## config.mk

```make
export PLATFORM = sky130hd
export DESIGN_NAME = sp_ram_arbiter
export DESIGN_NICKNAME = d
export VERILOG_FILES = /design/src/rtl/sp_ram_arbiter.sv
export SDC_FILE = /design/constraint.sdc
export NUM_CORES = 1
export LEC_CHECK = 0
export CAP_MARGIN = 40
export CORE_UTILIZATION = 34
export DETAILED_ROUTE_END_ITERATION = 10
export GPL_ROUTABILITY_DRIVEN = 0
export PLACE_DENSITY_LB_ADDON = 0.12
export SKIP_CTS_REPAIR_TIMING = 1
export SLEW_MARGIN = 20
export SYNTH_ARGS = -nofsm -noshare
export SYNTH_HDL_FRONTEND = slang
export SYNTH_SLANG_ARGS = --single-unit
```

## constraint.sdc

```tcl
create_clock -name clk -period 1.35 [get_ports clk]
set_input_delay 0.2025 -clock clk [delete_from_list [all_inputs] [get_ports clk]]
set_output_delay 0.2025 -clock clk [all_outputs]
set_load 0.05 [all_outputs]
```

## src/rtl/sp_ram_arbiter.sv

```systemverilog
// Two-client arbiter in front of a single-port synchronous-read block RAM.
// Optional macro SP_ARB_RR_EN swaps the fixed-priority/starvation guard for round robin.
module sp_ram_arbiter #(
  parameter int ADDR_W       = 13,
  parameter int DATA_W       = 8,
  parameter int STARVE_LIMIT = 4
) (
  input  logic              clk,
  input  logic              reset_n,
  input  logic              req_a,
  input  logic              we_a,
  input  logic [ADDR_W-1:0] addr_a,
  input  logic [DATA_W-1:0] wdata_a,
  output logic              gnt_a,
  output logic              rvalid_a,
  input  logic              req_b,
  input  logic              we_b,
  input  logic [ADDR_W-1:0] addr_b,
  input  logic [DATA_W-1:0] wdata_b,
  output logic              gnt_b,
  output logic              rvalid_b,
  output logic [DATA_W-1:0] rdata,
  output logic              ram_ce,
  output logic              ram_oce,
  output logic              ram_wre,
  output logic [ADDR_W-1:0] ram_ad,
  output logic [DATA_W-1:0] ram_din,
  output logic              ram_reset,
  input  logic [DATA_W-1:0] ram_dout
);

  logic contested;
  logic win_b;
  logic tag1_valid, tag1_id;
  logic tag2_valid, tag2_id;

  assign contested = req_a & req_b;

`ifdef SP_ARB_RR_EN
  // Remembers who took the most recent contested cycle; the other side gets the next one.
  logic last_b;

  always_ff @(posedge clk or negedge reset_n) begin
    if (!reset_n)
      last_b <= 1'b0;
    else if (contested)
      last_b <= win_b;
  end

  always_comb begin
    win_b = 1'b0;
    if (req_b && !req_a)
      win_b = 1'b1;
    else if (contested)
      win_b = ~last_b;
  end
`else
  localparam logic [3:0] LIMIT = 4'(STARVE_LIMIT);
  logic [3:0] starve_cnt;

  always_ff @(posedge clk or negedge reset_n) begin
    if (!reset_n)
      starve_cnt <= '0;
    else if (!req_b || gnt_b)
      starve_cnt <= '0;
    else if (starve_cnt != LIMIT)
      starve_cnt <= starve_cnt + 4'd1;
  end

  always_comb begin
    win_b = 1'b0;
    if (req_b && !req_a)
      win_b = 1'b1;
    else if (contested)
      win_b = (starve_cnt == LIMIT);
  end
`endif

  // Grants are forced low while reset is held so no request leaks through.
  assign gnt_a = reset_n & req_a & ~win_b;
  assign gnt_b = reset_n & req_b & win_b;

  always_ff @(posedge clk or negedge reset_n) begin
    if (!reset_n) begin
      ram_ce  <= 1'b0;
      ram_wre <= 1'b0;
      ram_ad  <= '0;
      ram_din <= '0;
    end else begin
      ram_ce  <= gnt_a | gnt_b;
      ram_wre <= (gnt_a & we_a) | (gnt_b & we_b);
      if (gnt_a) begin
        ram_ad  <= addr_a;
        ram_din <= wdata_a;
      end else if (gnt_b) begin
        ram_ad  <= addr_b;
        ram_din <= wdata_b;
      end
    end
  end

  // Two-stage tag shift lines up with command register plus RAM read register.
  always_ff @(posedge clk or negedge reset_n) begin
    if (!reset_n) begin
      tag1_valid <= 1'b0;
      tag1_id    <= 1'b0;
      tag2_valid <= 1'b0;
      tag2_id    <= 1'b0;
    end else begin
      tag1_valid <= (gnt_a & ~we_a) | (gnt_b & ~we_b);
      tag1_id    <= gnt_b;
      tag2_valid <= tag1_valid;
      tag2_id    <= tag1_id;
    end
  end

  assign rvalid_a  = tag2_valid & ~tag2_id;
  assign rvalid_b  = tag2_valid & tag2_id;
  assign rdata     = tag2_valid ? ram_dout : '0;
  assign ram_oce   = 1'b1;
  assign ram_reset = ~reset_n;

endmodule

```

=== Word-level counts from Yosys, hierarchy flattened ===
Cells that the tools add are included.

* $add $sub $neg: 1
* Equality and inequality tests: 2
* Reduce and logical (&&, ||, !) cells: 6
* Bitwise logic cells: 19
* Muxes and demuxes: 9

{| class="wikitable"
|+ Operators with widths
! kind !! count
|-
| 2-to-1 mux 13 bit || 2
|-
| 2-to-1 mux 8 bit || 3
|-
| AND 1 bit || 11
|-
| 2-to-1 mux 4 bit || 2
|-
| NOT 1 bit || 5
|-
| adder 4 x 1 -> 4 bit, second input constant || 1
|-
| == test 4 x 3 -> 1 bit, second input constant || 1
|-
| != test 4 x 3 -> 1 bit, second input constant || 1
|-
| nonzero test 2 bit || 2
|-
| OR 1 bit || 3
|-
| zero test 1 bit || 2
|-
| 2-to-1 mux 1 bit || 2
|-
| logical AND 1 bit || 1
|-
| logical OR 1 bit || 1
|}

* Bits in registers: 31

=== Logic depth before layout (Yosys ltp) ===
Gate-level depths: netlist (run 1).

* Depth in word-level cells: 7
* Gate-level depth with buffers: 6
* Gate-level depth less buffers: 5

=== Least setup slack after synthesis (run 1) ===
No wires, ideal clock.

* Kind: register -> register
* From: reg starve_cnt[0]
* To: reg tag1_id
* Path buffers: 0
* Arrival time: 1.741 ns
* Library setup time: 0.203 ns
* Path slack: -0.594 ns
* Stages on the path, launching flop included: 6
* Cells stage by stage: dfrtp_1 -> inv_1 -> ha_1 -> nand3b_1 -> and2_2 -> nor2_1

* Longest elaborated chain between the ends: 4

{| class="wikitable"
|+ RTL lines
! what !! line !! RTL
|-
| start: declaration || 59 || <nowiki>logic [3:0] starve_cnt;</nowiki>
|-
| start signal: assignment || 67 || <nowiki>starve_cnt <= starve_cnt + 4'd1;</nowiki>
|-
| == test 4 x 3 -> 1 bit || 75 || <nowiki>win_b = (starve_cnt == LIMIT);</nowiki>
|-
| 2-to-1 mux 1 bit || 74 || <nowiki>else if (contested)</nowiki>
|-
| 2-to-1 mux 1 bit || 72 || <nowiki>if (req_b && !req_a)</nowiki>
|-
| AND 1 bit || 81 || <nowiki>assign gnt_b = reset_n & req_b & win_b;</nowiki>
|-
| via gnt_b || 20 || <nowiki>output logic gnt_b,</nowiki>
|-
| end signal: assignment || 111 || <nowiki>tag1_id <= gnt_b;</nowiki>
|-
| end: declaration || 34 || <nowiki>logic tag1_valid, tag1_id;</nowiki>
|}

The timed path passes the listed nets, and every way through them passes these cells.
A chain may end at the register's enable or synchronous reset.

=== Final worst setup path (run 1) ===
* From: reg starve_cnt[1]
* To: out gnt_b

* Longest elaborated chain between the ends: 4

{| class="wikitable"
|+ RTL lines
! what !! line
|-
| == test 4 x 3 -> 1 bit || 75
|-
| 2-to-1 mux 1 bit || 74
|-
| 2-to-1 mux 1 bit || 72
|-
| AND 1 bit || 81
|-
| end: declaration || 20
|}

No other way between the ends.

==> results of run 1 <==
registers in the layout, summed over array words and instances, names as in the netlist:
signal	flops
starve_cnt	4
ram_wre	1
ram_ad	13
tag2_valid	1
tag1_id	1
ram_ce	1
tag2_id	1
tag1_valid	1
ram_din	8
worst register-to-register path, cell delays in order (launching register included):
cell and delay [ps]:
dfrtp_1 380, inv_2 80, ha_4 150, and4b_4 290
buf_12 130, buf_8 130, o21ai_2 60, a31oi_1 170
Yosys cell counts:
| cell | number | area, um^2 |
|---|---|---|
| o21ai_1 | 4 | 20.02 |
| o21a_1 | 1 | 7.510 |
| or3_1 | 2 | 12.51 |
| and2_2 | 1 | 7.510 |
| mux2i_1 | 1 | 10.01 |
| xnor2_1 | 1 | 8.760 |
| clkbuf_2 | 1 | 5.000 |
| o211ai_1 | 2 | 15.01 |
| and4b_4 | 1 | 13.76 |
| a31oi_1 | 21 | 131.4 |
| and2_1 | 9 | 56.30 |
| nor2b_1 | 1 | 6.260 |
| buf_2 | 8 | 40.04 |
| o21ai_0 | 18 | 90.09 |
| buf_6 | 3 | 33.78 |
| nand4b_1 | 2 | 17.52 |
| nand4_1 | 22 | 137.6 |
| nor2_1 | 24 | 90.09 |
| a221oi_1 | 1 | 8.760 |
| a211oi_1 | 1 | 7.510 |
| nand2_1 | 3 | 11.26 |
| inv_1 | 4 | 15.01 |
| o31ai_2 | 1 | 12.51 |
| a21oi_1 | 2 | 10.01 |
| clkbuf_1 | 3 | 11.26 |
| nand3b_1 | 1 | 7.510 |
| conb_1 | 1 | 3.750 |
| nand3_1 | 2 | 10.01 |
| buf_4 | 3 | 22.52 |
| ha_1 | 2 | 25.02 |
| dfrtp_1 | 31 | 775.7 |
metrics by stage:
stage                     power [uW]  hold slack, ps  TNS (ps)  setup slack, ps
after floorplan                 1736          -93.09    -75.22           -61.61
after global placement          2503           70.44     -3364           -178.5
after detailed placement        2518           68.22     -3897           -214.2
after CTS                       3394          -234.2     -1110           -409.1
after global routing            3582           22.77     -3779           -452.8
final                           3444           9.045     -2299           -391.6
worst max-delay path by stage:
stage | startpoint | endpoint | slack, ps
CTS | starve_cnt[1] | gnt_b | -410
global placement | req_b | gnt_a | -180
finish | starve_cnt[1] | gnt_b | -390
detailed placement | req_b | ram_ad[5] | -210
floorplan | starve_cnt[1] | gnt_b | -60
global route | starve_cnt[1] | gnt_b | -450
per-layer routing:
layer,global-route usage,up-vias,wire length [um]
met5,0,-,0
met4,0.06222,0,87
met3,0.05698,10,358
met2,0.3526,70,2886
met1,0.2861,898,2364
li1,-,875,-
kinds of logic (layout without fill, tap and decap cells):
kind of cell	count (synthesis)	after routing	share of synthesized area
other	1	1	0.002309
AO/OA/AOI/OAI	51	51	0.1864
multiplexers	1	1	0.006164
XOR/XNOR	1	1	0.005394
adder cells (fa/ha/maj)	2	2	0.01541
AND/OR/NAND/NOR	68	68	0.2280
buffers and inverters	22	134	0.07857
flip-flops	31	31	0.4777
area by class of cell:
cell class | instances | area [um^2]
inverters | 4 | 15.01
clock buffers | 6 | 72.57
multi-input cells | 124 | 819.5
fillers | 294 | 1079
clock inverters | 1 | 30.03
well taps | 52 | 65.06
flip-flops and latches | 31 | 777.0
repair buffers | 123 | 1617
power breakdown:
group          switching (uW)  internal, uW
registers                 110          1030
clock network             333           540
logic                     699           727
==> run metrics, run 1 <==
row cnt 24; worst reg2reg path depth 7; drt drc 6; DP Area 3054 um^2; H-tree levels 2; LEAKAGE 0.001409 uW; Starting Density 0.3630; Netlist Area Pre-Place 1624 um^2; synth unique cells 31; proportion of layout cells with a drive suffix above 1 0.3495; max-cap violation count 0; largest net degree at the start of global routing 33; Slew Viols, Final 0; R2R Path Start starve_cnt[1]; register bit total from synthesis 31; hold violation count in the final report 0; path type of the worst setup path reg2out; Mapped Avg Cell Area 9.175 um^2; Area Growth Syn to Fin 109.1%; unrepaired setup endpoints after global routing true; Tmin final 1742 ps; CTS tree done; Post-Syn Nets 235; Total Routing Usage GR 0.2168; placed cells 323; antenna violations before repair 0; post-DP HPWL 3785 um; final setup violation count 21; CP delay by family, top simple AND/OR/NAND/NOR gates; 1st-iter DRT viols 153; Die X 71.12 um; routed vias/inst 5.434; vias in the first global route 1,722; failing checks DRC, setup timing; final non-filler cell total 341; Port Buffers 91; Worst-path clk slew 60 ps; WL final 5696 um; CP cell instances inv_2 -> ha_4 -> nand3b_1 -> and2_4 -> nor2_4 -> buf_12; flop2flop setup slack -130 ps; Final Worst Setup Slack -391.6 ps; Vias 1,853; TritonRoute pass-1 iters 7; VDD IR max 690.7 uV; sequential fraction of the synthesis area 0.4777; Fin Clk Skew 5.210 ps; Synth Instances 177; final worst-path cycle share 1.290; Max Root-Sink Buffers 2; CP max FO 4; slowest CP cell dfrtp_1; WL/cell 16.70 um; antenna-violating nets left 0; status complete, but fails checks; CP Data Arrival Time 1540 ps; die area 5057 um^2; commonest non-fill, non-tap cell in the layout clkdlybuf4s50_1; Critical Path End Type output port; PD cells 1014 nW/um^2; r2r endpoint ram_ad[7]; core area 4474 um^2; maximum clock frequency 574.2 MHz; Buf/Inv on CP 2; HP Class in2async; final global-route overflow total 0; Critical Path Stages 6; die height 71.12 um; commonest cells after routing, fill and taps aside clkdlybuf4s50_1 (54), buf_12 (38), dfrtp_1 (30); cts bufs inserted 5; first-pass GRT wire length 8459 um; Ports 93; Yosys warnings 0; final instance area 3396 um^2; Sink Count 31; Final Util 0.7589; crit-path max cell delay 380 ps; critical path data required time 1150 ps; Nets 347; Inserted Diodes 0; Skew-Pair Late Insertion Delay 280 ps; clk root buf clkbuf_8; crit start category flop
(Power assumes the default switching activity.)
==> run 2: changes to the inputs <==
==> constraint.sdc (replaced) <==
create_clock -name clk -period 1.6 [get_ports clk]
set_input_delay 0.24 -clock clk [delete_from_list [all_inputs] [get_ports clk]]
set_output_delay 0.24 -clock clk [all_outputs]
set_load 0.05 [all_outputs]
==> run metrics, run 2 (synthesis results as in run 1) <==
Final Power 2432 uW (-29%); final setup violation count 2 (-90%); Max Root-Sink Buffers 2 (unchanged); multi-input combinational cell area 749.5 um^2 (-8.5%); Port Buffers 91 (unchanged); LEAKAGE 0.001228 uW (-13%); HP Class in2async; Total Routing Usage GR 0.1944 (-0.02244); row cnt 24 (unchanged); WL final 4846 um (-15%); maximum clock frequency 586.6 MHz; largest net degree at the start of global routing 36 (+9.1%); hold violation count in the final report 0 (unchanged); proportion of layout cells with a drive suffix above 1 0.2686 (-0.08093); Largest regs ram_ad: 13 flops, ram_din: 8 flops, starve_cnt: 4 flops; cts bufs inserted 5 (unchanged); WL/cell 14.47 um (-13%); Inserted Diodes 0 (unchanged); commonest cells after routing, fill and taps aside clkdlybuf4s50_1 (53), buf_4 (45), dfrtp_1 (31); TritonRoute pass-1 iters 7 (unchanged); CP Data Arrival Time 1460 ps (-80 ps); PD cells 837.1 nW/um^2 (-17%); crit start category flop; placed cells 321 (-0.62%); TNS Setup -163.5 ps (+2136 ps); core area 4474 um^2 (unchanged); Tmin final 1705 ps; Skew-Pair Late Insertion Delay 260 ps (-20 ps); Sink Count 31 (unchanged); critical path data required time 1360 ps (+210 ps); final worst-path cycle share 1.065; vias in the first global route 1,619 (-6.0%); register area 775.7 um^2 (-0.16%); Slew Viols, Final 0 (unchanged); antenna-violating nets left 0 (unchanged); commonest non-fill, non-tap cell in the layout clkdlybuf4s50_1; drt drc 7 (+1); VDD IR max 563.5 uV (-18%); R2R Path Start starve_cnt[1]; Ports 93 (unchanged); post-DP HPWL 3527 um (-6.8%); clk root buf clkbuf_8; max-cap violation count 0 (unchanged); worst reg2reg path depth 7 (unchanged); Starting Density 0.3630 (unchanged); fill count 375 (+28%); flop2flop setup slack 50 ps (+180 ps); Largest Register ram_ad; CTS tree done; H-tree levels 2 (unchanged); Final Worst Setup Slack -104.6 ps (+286.9 ps); Nets 342 (-1.4%); r2r endpoint ram_din[5]; unrepaired setup endpoints after global routing true; first-pass GRT wire length 7783 um (-8.0%); final non-filler cell total 335 (-1.8%); Vias 1,711 (-7.7%); path type of the worst setup path reg2out; failing checks DRC, setup timing; die height 71.12 um (unchanged); antenna violations before repair 0 (unchanged); die area 5057 um^2 (unchanged); final global-route overflow total 0 (unchanged); Worst-path clk slew 60 ps (about the same); Largest register FFs 13 (unchanged); 1st-iter DRT viols 107 (-30%); Fin Clk Skew 4.558 ps (-0.6520 ps); Area Growth Syn to Fin 78.89%; Worst Setup SP starve_cnt[1]; status complete, but fails checks; Die X 71.12 um (unchanged); CP max FO 4 (unchanged); routed vias/inst 5.107 (-6.0%); Critical Path End Type output port
==> run 2: cell count changes in the layout (fill, tap and decap cells not counted), moves of 2 or more <==
cell | before | now
o21ai_1 | 7 | 5
buf_12 | 38 | 16
clkbuf_16 | 3 | 0
buf_4 | 20 | 45
o21ai_0 | 1 | 17
buf_6 | 4 | 1
buf_8 | 2 | 0
o21ai_2 | 14 | 0
==> run 2: how the worst max path moves through the flow <==
| stage | to | cells past startpoint |
|---|---|---|
| 2_1_floorplan | gnt_b | 5 |
| 3_3_place_gp | ram_ad[0] | 5 |
| 3_5_place_dp | ram_din[7] | 5 |
| 4_1_cts | gnt_b | 6 |
| 5_1_grt | gnt_b | 6 |
| 6_report | gnt_b | 6 |
==> run 2: through the flow <==
step                  util  hold slack, ps  worst slack, ps  cell area, um^2
floorplan                -          -55.59           -3.707             1639
global placement    0.6147           143.7            4.646             2750
detailed placement  0.6147           148.3           -4.636             2750
CTS                 0.6309          -143.2           -253.9             2823
global route        0.6493           82.34           -178.5             2905
finish              0.6493           64.95           -104.6             2905
==> run 2: cell type report <==
type                    instances  share of cell area
well taps                      52             0.02239
clock buffers                   6             0.02498
repair buffers                118              0.4225
inverters                       4            0.005168
multi-input cells             124              0.2580
flip-flops and latches         31              0.2670
==> run 2: where the power goes <==
group,internal [uW],switching (uW),total [uW],leakage [uW]
clock,289,257,546,0.0000371
sequential,872,51.5,924,0.000368
combinational,402,560,962,0.000822
total,1560,868,2430,0.00123
==> run 2: worst max-delay path, stage by stage, from the launching register on <==
cell and delay, ps:
dfrtp_1 400, inv_2 90, ha_4 150, nand3b_1 100
and2_4 200, nor2_4 110, buf_12 140
==> run 2: metal layers <==
layer,global-route usage,vias to the layer above,wire length (um),part of all wire
li1,-,861,-,-
met1,0.2805,793,2272,0.47
met2,0.3056,55,2295,0.47
met3,0.04131,2,265,0.055
met4,0.03333,0,12,0.0025
met5,0,-,0,0
==> run 3: changes to the inputs <==
--- a/config.mk
+++ b/config.mk
@@ -5,8 +5,10 @@
 export SDC_FILE = /design/constraint.sdc
 export NUM_CORES = 1
 export LEC_CHECK = 0
+export ABC_AREA = 1
 export CAP_MARGIN = 40
-export CORE_UTILIZATION = 34
+export CORE_MARGIN = 1
+export CORE_UTILIZATION = 36
 export DETAILED_ROUTE_END_ITERATION = 10
 export GPL_ROUTABILITY_DRIVEN = 0
 export PLACE_DENSITY_LB_ADDON = 0.12
==> run metrics, run 3 <==
final setup violation count 3 (+1); row cnt 25 (+4.2%); worst reg2reg path depth 11 (+4); antenna-violating nets left 0 (unchanged); WL/cell 11.49 um (-21%); Synth Area in Simple Gates 0.3689 (+0.1409); Tmin final 1833 ps (+128.0 ps); register area 775.7 um^2 (unchanged); Buf/Inv on CP 3 (+1); critical path data required time 1360 ps (about the same); H-tree levels 2 (unchanged); Total Routing Usage GR 0.1826 (-0.01178); unrepaired setup endpoints after global routing true; final non-filler cell total 426 (+27%); Sink Count 31 (unchanged); clk root buf clkbuf_8; dominant cell type by count on the critical path nand2_2; CP delay by family, top simple AND/OR/NAND/NOR gates; TNS Setup -420.4 ps (-256.8 ps); Nets 416 (+22%); Synth area leaders dfrtp_1 (41%), nand2_1 (15%), inv_1 (12%); Critical Path Stages 9 (+3); vias in the first global route 1,726 (+6.6%); placed cells 414 (+29%); Port Buffers 91 (unchanged); PD cells 805.7 nW/um^2 (-3.7%); Starting Density 0.3844 (+0.02138); Critical Path End Type output port; commonest non-fill, non-tap cell in the layout nand2_1; crit-path max cell delay 420 ps (+20 ps); slowest CP cell dfrtp_1; post-DP HPWL 3846 um (+9.0%); Inserted Diodes 0 (unchanged); CP cell instances inv_1 -> ha_2 -> nand2_2 -> nor2_4 -> nand2_4 -> nand2_2 -> nand2_2 -> inv_2 -> buf_12; cts bufs inserted 5 (unchanged); antenna violations before repair 0 (unchanged); path type of the worst setup path reg2out; Largest register FFs 13 (unchanged); WL final 4895 um (+1.0%); largest family of logic cells by synthesized area simple AND/OR/NAND/NOR gates; Final Power 2510 uW (+3.2%); Largest Register ram_ad; hold violation count in the final report 0 (unchanged); crit start category flop; Post-synth top cells nand2_1 (75), inv_1 (62), dfrtp_1 (31), nand4_1 (21), nand3_1 (13); die height 74.18 um (+4.3%); status complete, but fails checks; Worst-path clk slew 70 ps (about the same); LEAKAGE 0.001721 uW (+40%); Largest regs ram_ad: 13 flops, ram_din: 8 flops, starve_cnt: 4 flops; failing checks setup timing; Place WS -47.37 ps (-42.74 ps); ys async rst share 1.000 (unchanged); Post-Syn Nets 310 (+32%); Netlist Area Pre-Place 1876 um^2 (+15%); final global-route overflow total 0 (unchanged); TritonRoute pass-1 iters 4 (-3); maximum clock frequency 545.7 MHz (-7.0%); first-pass GRT wire length 7659 um (-1.6%); Post-synth EDFFs 0 (unchanged); Worst Setup SP starve_cnt[1]; CP max FO 4 (unchanged); Ports 93 (unchanged); CP Data Arrival Time 1590 ps (+130 ps); proportion of layout cells with a drive suffix above 1 0.2618 (-0.006713); Synth Area in Compound Gates 0.01668 (-0.1698); final worst-path cycle share 1.145 (+0.08000); drt drc 0 (-7); top cell type's share of synthesized area 0.4136 (-0.06405); max-cap violation count 0 (unchanged); Skew-Pair Late Insertion Delay 280 ps (+20 ps); 1st-iter DRT viols 55 (-49%); Vias 1,892 (+11%); Max Root-Sink Buffers 2 (unchanged); die area 5503 um^2 (+8.8%); VDD IR max 662.8 uV (+18%); synth unique cells 24 (-23%); post-synthesis mux area share 0 (-0.006163); R2R Path Start starve_cnt[1]; commonest cells after routing, fill and taps aside nand2_1 (72), inv_1 (60), clkdlybuf4s50_1 (54); Fin Clk Skew 6.485 ps (+1.927 ps); top_reg_cell synth dfrtp_1; largest net degree at the start of global routing 22 (-39%); sequential fraction of the synthesis area 0.4136 (-0.06405); post-synthesis adder-cell area fraction 0.01334 (-0.002066); Mapped Avg Cell Area 7.443 um^2 (-19%); fill count 451 (+20%); Synth Instances 252 (+42%); Die X 74.18 um (+4.3%); register bit total from synthesis 31 (unchanged); area leader, netlist dfrtp_1; most frequent cell after synthesis nand2_1; HP Class in2async; routed vias/inst 4.441 (-13%); Slew Viols, Final 0 (unchanged); core area 4880 um^2 (+9.1%); Area Growth Syn to Fin 66.11%; Post-Synth XOR/XNOR Area 0.004670 (-0.0007231); multi-input combinational cell area 783.3 um^2 (+4.5%); CTS tree done; Final Worst Setup Slack -232.6 ps (-128.0 ps); Yosys warnings 0 (unchanged)
-- run 3: logic make-up (layout without fill, tap and decap cells) --
kind of cell | Yosys count | count (layout)
fa+ha+maj | 2 | 2
simple gates | 135 | 135
other cells | 1 | 1
xor+xnor | 1 | 1
compound gates | 6 | 6
buf+inv | 76 | 183
flops | 31 | 31
-- run 3: path summary, 6_finish.rpt --
| kind | endpoint | slack (ps) |
|---|---|---|
| max | gnt_b | -230 |
| min | starve_cnt[1] | 10 |
| max reg2reg | ram_din[7] | 0 |
| min reg2reg | tag2_valid | 350 |
| max in group asynchronous | ram_wre | 830 |
| min in group clk | tag2_valid | 350 |
-- run 3: cell type report --
type                       instances  share of cell area
tap                               67             0.02691
timing repair buffer             113              0.3711
sequential                        31              0.2490
clock inverter                     1            0.001606
clock buffer                       7             0.02450
multi-input combinational        145              0.2514
inverter                          62             0.07550
-- run 3: per-layer routing --
metal  vias to the layer above  wire (um)  global-route usage
li1                        970          -                   -
met1                       855       2139              0.2191
met2                        63       2406              0.3192
met3                         4        316             0.05556
met4                         0         33             0.04487
met5                         -          0                   0
-- run 3: per-stage QoR --
stage	util	instance area, um^2	hold slack, ps
after floorplan	-	1876	-55.59
after global placement	0.6113	2983	77.91
after detailed placement	0.6113	2983	79.40
after CTS	0.6279	3064	-220.4
after global routing	0.6385	3115	18.17
final	0.6385	3115	10.11
-- run 3: report_power, final --
group          internal [uW]  total (uW)  switching (uW)
Combinational            402         994             592
Sequential               875         933            57.5
Clock                    305         584             279
Total                   1580        2510             929
